`config.mk`:
```
export PLATFORM = sky130hd
export DESIGN_NAME = multdiv_iterative_flat
export DESIGN_NICKNAME = d
export VERILOG_FILES = /design/src/rtl/multdiv_pkg.sv /design/src/rtl/multdiv_iterative_if.sv /design/src/rtl/multdiv_iterative_div_step.sv /design/src/rtl/multdiv_iterative.sv /design/src/flat_wrapper.sv
export SDC_FILE = /design/constraint.sdc
export NUM_CORES = 1
export LEC_CHECK = 0
export BUFFER_PORTS_ARGS = -buffer_cell sky130_fd_sc_hd__buf_4
export CAP_MARGIN = 20
export CORE_MARGIN = 2
export CORE_UTILIZATION = 45
export DETAILED_ROUTE_END_ITERATION = 10
export PLACE_DENSITY = 0.7
export SYNTH_ARGS = -nofsm -noshare
export SYNTH_HDL_FRONTEND = slang
export SYNTH_HIERARCHICAL = 1
export SYNTH_SLANG_ARGS = --single-unit
export TNS_END_PERCENT = 1
```
`constraint.sdc`:
```
create_clock -name clock -period 8.68 [get_ports clock]
set_input_delay 1.302 -clock clock [delete_from_list [all_inputs] [get_ports clock]]
set_output_delay 1.302 -clock clock [all_outputs]
set_load 0.05 [all_outputs]
```
`src/rtl/multdiv_pkg.sv`:
```
// Shared definitions for the iterative multiply/divide unit: FSM encoding,
// the most negative 32-bit value and the execute-stage ALU opcodes.
package multdiv_pkg;

    localparam logic [1:0] ST_IDLE = 2'b00;
    localparam logic [1:0] ST_MUL  = 2'b01;
    localparam logic [1:0] ST_DIV  = 2'b10;
    localparam logic [1:0] ST_DONE = 2'b11;

    localparam logic [31:0] INT_MIN = 32'h8000_0000;

    localparam logic [4:0] ALU_OP_MULT = 5'b00110;
    localparam logic [4:0] ALU_OP_DIV  = 5'b00111;

    function automatic logic is_busy_state(input logic [1:0] state);
        return (state == ST_MUL) || (state == ST_DIV);
    endfunction

endpackage

```
`src/rtl/multdiv_iterative_if.sv`:
```
// Operand/strobe/result bundle between the execute stage (master) and the
// multiply/divide unit (slave).
interface multdiv_iterative_if #(
    parameter int WIDTH = 32
);
    logic [WIDTH-1:0] data_operandA;
    logic [WIDTH-1:0] data_operandB;
    logic             ctrl_MULT;
    logic             ctrl_DIV;
    logic [WIDTH-1:0] data_result;
    logic             data_exception;
    logic             data_resultRDY;
    logic             busy;

    modport master (
        output data_operandA, data_operandB, ctrl_MULT, ctrl_DIV,
        input  data_result, data_exception, data_resultRDY, busy
    );

    modport slave (
        input  data_operandA, data_operandB, ctrl_MULT, ctrl_DIV,
        output data_result, data_exception, data_resultRDY, busy
    );
endinterface

```
`src/rtl/multdiv_iterative_div_step.sv`:
```
// One non-restoring division iteration on unsigned magnitudes: shift {R, Q}
// left, add or subtract the divisor depending on the old sign of R.
module nonrestoring_div_step #(
    parameter int WIDTH = 32
) (
    input  logic [WIDTH+1:0] rem_in,
    input  logic [WIDTH-1:0] quo_in,
    input  logic [WIDTH-1:0] divisor,
    output logic [WIDTH+1:0] rem_out,
    output logic [WIDTH-1:0] quo_out
);

    logic [WIDTH+1:0] rem_shifted;
    logic [WIDTH+1:0] divisor_ext;

    // R stays within two extra bits of headroom, so the dropped top bit is
    // always a copy of the sign and the shift cannot lose information.
    always_comb begin
        rem_shifted = {rem_in[WIDTH:0], quo_in[WIDTH-1]};
        divisor_ext = {2'b00, divisor};
        if (rem_in[WIDTH+1]) begin
            rem_out = rem_shifted + divisor_ext;
        end else begin
            rem_out = rem_shifted - divisor_ext;
        end
        quo_out = {quo_in[WIDTH-2:0], ~rem_out[WIDTH+1]};
    end

endmodule

```
`src/rtl/multdiv_iterative.sv`:
```
// Sequential signed multiply (radix-2 Booth) / divide (non-restoring) unit
// with a fixed WIDTH-iteration latency, one DONE cycle and restart-on-strobe.
module multdiv_iterative
    import multdiv_pkg::*;
#(
    parameter int WIDTH = 32,
    parameter int CNT_W = 6
) (
    input logic              clock,
    input logic              reset,
    multdiv_iterative_if.slave bus
);

    localparam int PW = 2 * WIDTH + 2;
    localparam logic [WIDTH-1:0] MIN_VAL = {1'b1, {(WIDTH-1){1'b0}}};
    localparam logic [CNT_W-1:0] LAST_ITER = CNT_W'(WIDTH - 1);

    logic [1:0]       state;
    logic [CNT_W-1:0] count;
    logic [WIDTH-1:0] mcand;
    logic [PW-1:0]    prod;
    logic [WIDTH+1:0] rem;
    logic [WIDTH-1:0] quo;
    logic [WIDTH-1:0] divisor;
    logic             neg_q;
    logic             div_zero;
    logic             div_ovf;
    logic [WIDTH-1:0] result_q;
    logic             exc_q;

    logic [WIDTH:0]   mcand_ext;
    logic [WIDTH:0]   prod_hi;
    logic [WIDTH:0]   hi_sum;
    logic [PW-1:0]    prod_next;
    logic             mul_ovf;
    logic [WIDTH+1:0] rem_next;
    logic [WIDTH-1:0] quo_next;
    logic [WIDTH-1:0] quo_signed;

    // Product register layout: {upper WIDTH+1, lower WIDTH, Booth bit}. The
    // extra upper bit lets INT_MIN be subtracted without overflowing.
    always_comb begin
        mcand_ext = {mcand[WIDTH-1], mcand};
        prod_hi   = prod[PW-1 -: WIDTH+1];
        case (prod[1:0])
            2'b01:   hi_sum = prod_hi + mcand_ext;
            2'b10:   hi_sum = prod_hi - mcand_ext;
            default: hi_sum = prod_hi;
        endcase
        prod_next = {hi_sum[WIDTH], hi_sum, prod[WIDTH:1]};
        mul_ovf   = (prod_next[2*WIDTH:WIDTH+1] != {WIDTH{prod_next[WIDTH]}});
    end

    nonrestoring_div_step #(
        .WIDTH (WIDTH)
    ) u_div_step (
        .rem_in  (rem),
        .quo_in  (quo),
        .divisor (divisor),
        .rem_out (rem_next),
        .quo_out (quo_next)
    );

    assign quo_signed = neg_q ? (-quo_next) : quo_next;

    // A new strobe always wins over the current state, which gives abort in
    // MUL/DIV and back-to-back acceptance in DONE with a single rule.
    always_ff @(posedge clock or negedge reset) begin
        if (!reset) begin
            state    <= ST_IDLE;
            count    <= '0;
            mcand    <= '0;
            prod     <= '0;
            rem      <= '0;
            quo      <= '0;
            divisor  <= '0;
            neg_q    <= 1'b0;
            div_zero <= 1'b0;
            div_ovf  <= 1'b0;
            result_q <= '0;
            exc_q    <= 1'b0;
        end else if (bus.ctrl_MULT) begin
            mcand <= bus.data_operandA;
            prod  <= {{(WIDTH+1){1'b0}}, bus.data_operandB, 1'b0};
            count <= '0;
            state <= ST_MUL;
        end else if (bus.ctrl_DIV) begin
            quo      <= bus.data_operandA[WIDTH-1] ? (-bus.data_operandA) : bus.data_operandA;
            divisor  <= bus.data_operandB[WIDTH-1] ? (-bus.data_operandB) : bus.data_operandB;
            rem      <= '0;
            neg_q    <= bus.data_operandA[WIDTH-1] ^ bus.data_operandB[WIDTH-1];
            div_zero <= (bus.data_operandB == '0);
            div_ovf  <= (bus.data_operandA == MIN_VAL) && (bus.data_operandB == '1);
            count    <= '0;
            state    <= ST_DIV;
        end else begin
            case (state)
                ST_MUL: begin
                    prod  <= prod_next;
                    count <= count + 1'b1;
                    if (count == LAST_ITER) begin
                        result_q <= prod_next[WIDTH:1];
                        exc_q    <= mul_ovf;
                        state    <= ST_DONE;
                    end
                end
                ST_DIV: begin
                    rem   <= rem_next;
                    quo   <= quo_next;
                    count <= count + 1'b1;
                    if (count == LAST_ITER) begin
                        result_q <= div_zero ? '0 : quo_signed;
                        exc_q    <= div_zero | div_ovf;
                        state    <= ST_DONE;
                    end
                end
                default: state <= ST_IDLE;
            endcase
        end
    end

    assign bus.data_result    = result_q;
    assign bus.data_exception = exc_q;
    assign bus.data_resultRDY = (state == ST_DONE);
    assign bus.busy           = is_busy_state(state);

endmodule

```
`src/flat_wrapper.sv`:
```
// flat-port wrapper written by rule: the top's interface ports become plain ports
module multdiv_iterative_flat import multdiv_pkg::*;
#(
    parameter int WIDTH = 32,
    parameter int CNT_W = 6
)
  (clock, reset, bus_data_operandA, bus_data_operandB, bus_ctrl_MULT, bus_ctrl_DIV, bus_data_result, bus_data_exception, bus_data_resultRDY, bus_busy);
  multdiv_iterative_if #(.WIDTH(WIDTH)) bus_i ();
  input logic clock;
  input logic reset;
  input wire logic [$bits(bus_i.data_operandA)-1:0] bus_data_operandA;
  input wire logic [$bits(bus_i.data_operandB)-1:0] bus_data_operandB;
  input wire logic [$bits(bus_i.ctrl_MULT)-1:0] bus_ctrl_MULT;
  input wire logic [$bits(bus_i.ctrl_DIV)-1:0] bus_ctrl_DIV;
  output wire logic [$bits(bus_i.data_result)-1:0] bus_data_result;
  output wire logic [$bits(bus_i.data_exception)-1:0] bus_data_exception;
  output wire logic [$bits(bus_i.data_resultRDY)-1:0] bus_data_resultRDY;
  output wire logic [$bits(bus_i.busy)-1:0] bus_busy;
  assign bus_i.data_operandA = bus_data_operandA;
  assign bus_i.data_operandB = bus_data_operandB;
  assign bus_i.ctrl_MULT = bus_ctrl_MULT;
  assign bus_i.ctrl_DIV = bus_ctrl_DIV;
  assign bus_data_result = bus_i.data_result;
  assign bus_data_exception = bus_i.data_exception;
  assign bus_data_resultRDY = bus_i.data_resultRDY;
  assign bus_busy = bus_i.busy;
  multdiv_iterative #(.WIDTH(WIDTH), .CNT_W(CNT_W)) u_core (.clock(clock), .reset(reset), .bus(bus_i));
endmodule
```
# After elaboration in Yosys (flattened, before gate mapping)
# Cells that the tools add are included.
word_totals:
  register_bits: 240
  input_bits: 68
  output_inout_bits: 35
  wordCells: 76
classes:
  muxes: 26
  eq_ne: 13
  reduce_logical: 12
  n_addsub: 8
  n_bitwise: 5
ops:
  columns: ["cell", "n"]
  rows:
  - ["$mux W32", 8]
  - ["$mux W66", 3]
  - ["$mux W34", 3]
  - ["$neg A32 Y32", 3]
  - ["$pmux W33 S2", 1]
  - ["$eq A32 B32 Y1 const B", 2]
  - ["$pmux W32 S2", 1]
  - ["$add A34 B32 Y34", 1]
  - ["$sub A34 B32 Y34", 1]
  - ["$add A33 B33 Y33", 1]
  - ["$sub A33 B33 Y33", 1]
  - ["$logic_not A32 Y1", 1]
  - ["$ne A32 B32 Y1", 1]
  - ["$mux W6", 3]
  - ["$mux W2", 4]
  - ["$add A6 B1 Y6 const B", 1]
  - ["$eq A2 B2 Y1 const B", 3]
  - ["$eq A6 B5 Y1 const B", 1]
  - ["$reduce_and A2 Y1", 3]
  - ["$reduce_bool A2 Y1", 3]
  - ["$reduce_and A5 Y1", 1]
  - ["$eq A2 B1 Y1 const B", 2]
  - ["$ne A2 B1 Y1 const B", 2]
  - ["$ne A4 B1 Y1 const B", 1]
  - ["10 further kinds", 13]

# Longest topological paths before layout
logic_depth:
  depth_word: 8
  mapped_depth: 30
  ltp_nobuf: 30

# By module
# The synthesis kept the hierarchy.
modules_own_cells:
  columns: ["module", "cells_each", "area_each_um2", "n_inst"]
  rows:
  - ["multdiv_iterative", 1663, 14866.8, 1]
  - ["nonrestoring_div_step", 418, 2839.0, 1]

# Least setup slack after synthesis
# No wires, ideal clock.
synth_path:
  path_type: "reg2reg"
  startpoint: "register u_core.divisor[7]"
  endpoint: "register u_core.result_q[26], in the netlist u_core/bus.data_result[26]"
  stages_incl_launch_ff: 28
  n_path_buf: 0
  synth_period_minus_slack_ns: 6.343
  setup_time_ns: 0.083
  arrival_ns: 6.261
  t_required_ns: 8.597
  setup_slack_ns: 2.337
  cell_sequence: "dfrtp_1 -> or4_4 -> nor4_1 -> nand2_1 -> nor2_1 -> a21oi_1 -> xor2_1 -> ha_1 -> a21o_1 -> a21o_1 -> a21oi_1 -> o21ai_0 -> a211oi_1 -> nor3_1 -> o31ai_2 -> mux2i_1 -> or2_1 -> inv_1 -> ha_1 -> nand2b_1 -> nand2b_1 -> or4_1 -> nand2b_1 -> or4_1 -> o41ai_1 -> xnor2_1 -> a21oi_1 -> o21ai_0"
synth_between:
  elab_chain_cells: 8
  word_cells_on_any_way: 9
  cone_classes: "add/sub: 3; mux: 5; bitwise: 1"
synth_rtl:
  columns: ["item", "line_no", "source"]
  rows:
  - ["start, declared", "multdiv_iterative.sv:24", "logic [WIDTH-1:0] divisor;"]
  - ["start signal, assigned", "multdiv_iterative.sv:89", "divisor <= bus.data_operandB[WIDTH-1] ? (-bus.data_operandB) : bus.data_operandB;"]
  - ["$sub A34 B32 Y34 or $add A34 B32 Y34 (tied branches)", "multdiv_iterative_div_step.sv:24, multdiv_iterative_div_step.sv:22", null]
  - ["$mux W34 *", "multdiv_iterative_div_step.sv:21", "if (rem_in[WIDTH+1]) begin"]
  - ["$not A1 Y1 *", "multdiv_iterative_div_step.sv:26", "quo_out = {quo_in[WIDTH-2:0], ~rem_out[WIDTH+1]};"]
  - ["via u_core.quo_next[0]", "multdiv_iterative.sv:37", "logic [WIDTH-1:0] quo_next;"]
  - ["$neg A32 Y32 *", "multdiv_iterative.sv:64", "assign quo_signed = neg_q ? (-quo_next) : quo_next;"]
  - ["$mux W32 *", "multdiv_iterative.sv:64", null]
  - ["$mux W32 *", "multdiv_iterative.sv:112", "result_q <= div_zero ? '0 : quo_signed;"]
  - ["$mux W32 *", "multdiv_iterative.sv:111", "if (count == LAST_ITER) begin"]
  - ["$pmux W32 S2 *", "multdiv_iterative.sv:97", "case (state)"]
  - ["end signal, assigned", "multdiv_iterative.sv:102", "result_q <= prod_next[WIDTH:1];"]
  - ["end signal, assigned", "multdiv_iterative.sv:112", null]
  - ["end, declared", "multdiv_iterative.sv:28", "logic [WIDTH-1:0] result_q;"]
# Mark *: on every way through the listed nets, which the timed path passes. The rest lies on a longest branch. The select of a mux whose other input is x is not followed.
# A chain may end at the register's enable or synchronous reset.

# Worst setup path in the final report
layout_path:
  startpoint: "register u_core.divisor[7]"
  endpoint: "register u_core.result_q[28], in the netlist u_core/bus.data_result[28]"
# The elaborated chain is that of the path after synthesis.

==> results.cfg <==
[run_status]
outcome = complete, no violations

[flow_run]
drv_cap = 0

[placement]
portBuffers = 102
routabilityCongestion = 0.897
dp_hpwl_um = 36600

[clock_network]
clockBufferDepth = 3
cts_tree = built
worstSkewPairLatency_ns = 0.58
postCtsHoldBufs = 0
numCtsBuffers = 28
post-cts-setup-buffers = 0
cts.repair.resized = 0
clk_pin_slew_ns = 0.06
cts.htree.levels = 1
cts_root_buf = clkbuf_16
clock-sinks = 239

[drt]
wl_um = 50100
drt_pass1_iterations = 5
drt-initial-drc-count = 1167
drtAntennaViolNets = 0
avgRoutedWirePerCell_um = 19.2
route.detailed.drc = 0
viasPerCell = 5.99
vias = 15700

[floorplanning]
io-pin-count = 103
die_w_um = 202
die_area_sq_um = 40900
die_y_um = 202
core_sq_um = 38700
start_util_pct = 45.7
row_count = 72

[synthesis]
synth_seq_area_share_pct = 33.8
synth_nets = 2227
synthDistinctLibCells = 81
postSynth.asyncResetShare_pct = 100
synth-seq-cells = 239
syn-cell-area_sq_um = 17700
synth_edf_count = 0
syn_area_per_cell_sq_um = 8.51
synth_warnings = 6
synthCells = 2081
synth-main-ff-cell = dfrtp_1

[sta]
hold_viol = 0
rsz0062_at_grt = no
worst_pin_slew_ns = 1.07
skew_ns = 0.0178
min_period_over_period_pct = 84.7
slew_headroom_pct = 28.3
finalSetupTns_ns = 0
period_needed_ns = 7.36
slew_viol_final = 0
setup_violations = 0
fmax_mhz = 136

[global_route]
antenna_found_initial = 1
met2_usage_pct = 40.0
grt_pass1_vias = 15000
grt_most_used_layer = met2
met3_usage_pct = 3.22
met1_usage_pct = 33.0
grt_pass1_wl_um = 80900
grt_use_total_pct = 24.2
grt_overflow_total = 0
grt_max_degree = 134

[finish]
drive_gt1_share_pct = 10.8
postLayoutCoreUtil_pct = 50.4
final_nets = 2222
syn2layout_area_growth_pct = 10.2

[hold_path]
min_from = u_core/bus.data_result[27]
hp-class = reg2reg
min_path_cells = 2
min_to = u_core/bus.data_result[27]

[worst_setup_path]
max_stage_delay_ns = 0.70
crit_start = u_core/divisor[7]
critical_path_required_ns = 9.17
start_kind = flip-flop
criticalPathCategory = reg2reg
critPathArrivalTime_ns = 7.84
r2r_cells = 28
slowest_stage = nor4_1
r2r-start = u_core/divisor[7]
r2r_setup_slack_ns = 1.32
worstPathMaxFanout = 5
cp-end-kind = flip-flop
crit_path_frequent_cell = nand2b_1
reg2reg_to = u_core/bus.data_result[28]

[pwr]
power.leakage_uw = 0.00855
powerDensity_nw_per_um2 = 224
p_total_uw = 4380
peakVddDrop_mv = 0.134
## power breakdown
part	switching [uW]	leakage, uW	internal [uW]
sequential	187	0.00302	1280
clock	510	0.000444	680
combinational	1060	0.00509	664
total	1760	0.00855	2620
## Yosys cell counts (25+ instances only)
| library cell | instances | area share (%) |
|---|---|---|
| clkbuf_1 | 112 | 2.4 |
| buf_4 | 31 | 1.3 |
| nor3b_1 | 28 | 1.2 |
| dfrtp_1 | 239 | 34 |
| a21o_1 | 33 | 1.4 |
| nand3_1 | 28 | 0.79 |
| nand2_1 | 237 | 5.0 |
| nor3_1 | 39 | 1.1 |
| nor2b_1 | 42 | 1.5 |
| o31ai_1 | 29 | 1.2 |
| a21oi_1 | 160 | 4.5 |
| ha_1 | 76 | 5.4 |
| nor4_1 | 28 | 0.99 |
| mux2i_1 | 45 | 2.5 |
| o22a_1 | 26 | 1.3 |
| nor2_1 | 119 | 2.5 |
| mux2_2 | 29 | 1.8 |
| a22o_1 | 49 | 2.4 |
| inv_1 | 53 | 1.1 |
| xor2_1 | 98 | 4.8 |
| xnor2_1 | 110 | 5.4 |
| o21ai_0 | 207 | 5.9 |
| nand4_1 | 25 | 0.88 |
## registers in the layout, summed over array words and instances, names as in the netlist
name                       cells
u_core/count                   6
u_core/mcand                  32
u_core/div_ovf                 1
u_core/bus.data_result        32
u_core/quo                    32
u_core/neg_q                   1
u_core/prod                   65
u_core/bus.data_exception      1
u_core/div_zero                1
u_core/rem                    34
u_core/state                   2
u_core/divisor                32
## how the worst max path moves through the flow
stage	to	slack, ns	cells after the start
floorplan	u_core/bus.data_result[26]	2.34	27
global placement	u_core/bus.data_result[26]	1.54	27
detailed placement	u_core/bus.data_result[28]	1.40	28
CTS	u_core/bus.data_result[26]	1.36	27
global route	u_core/bus.data_result[26]	0.80	27
finish	u_core/bus.data_result[28]	1.32	28
## per-layer routing
layer  vias up  routed length (um)  part of all wire [%]
met5         -                   0                     0
met4         0                1580                   3.1
met3        95                2640                   5.3
met2       472               23700                    47
met1      7640               22200                    44
li1       7464                   -                     -
## cells in the final DEF, fill, tap and decap left out, types with 33 or more instances in the layout
cell type and count:
nor2b_1 41, buf_4 112, a21oi_1 159, a21o_1 33, o21ai_0 207, nor2_1 119, a22o_1 49, xnor2_1 110
xor2_1 98, dfrtp_1 239, ha_1 75, mux2i_1 45, nand2_1 236, nor3_1 39, inv_1 53
## per-stage QoR
step / area (sq um) / instances / setup WS (ns) / hold WS (ns)
after CTS: 19500 / 2614 / 1.36 / 0.492
after global placement: 18600 / 2563 / 1.54 / 0.471
after floorplan: 17700 / 2081 / 2.34 / 0.451
after detailed placement: 18600 / 2563 / 1.40 / 0.477
after global routing: 19500 / 2616 / 0.795 / 0.519
final: 19500 / 2616 / 1.32 / 0.486
## worst max-delay path, delay by kind of cell, from the launching register on
kind	cells	cell delay (ns)
and+or+nand+nor	12	3.85
buffers and inverters	1	0.11
DFF	1	0.42
muxes	1	0.16
AOI/OAI and AO/OA	10	1.91
xor gates and xnor gates	2	0.33
adders and majority gates	2	0.50
## layout make-up
class	count	area, sq um
Inverter	54	203
Tap cell	518	648
Clock buffer	38	798
Clock inverter	13	135
Multi-Input combinational cell	1638	10900
Antenna cell	1	2.50
Sequential cell	239	5980
Timing Repair Buffer	115	896
Fill cell	3681	19200
## cells by family (layout without fill, tap and decap cells)
logic type | after synthesis | after routing | share of synthesized area (%)
DFF | 239 | 239 | 33.8
other | 0 | 1 | 0
adders and majority gates | 78 | 78 | 5.60
muxes | 74 | 74 | 4.39
AOI/OAI and AO/OA | 629 | 629 | 22.5
xor gates and xnor gates | 208 | 208 | 10.3
buffers and inverters | 204 | 220 | 4.99
and+or+nand+nor | 649 | 649 | 18.5
Note: power is estimated with default switching activity, not from simulation.
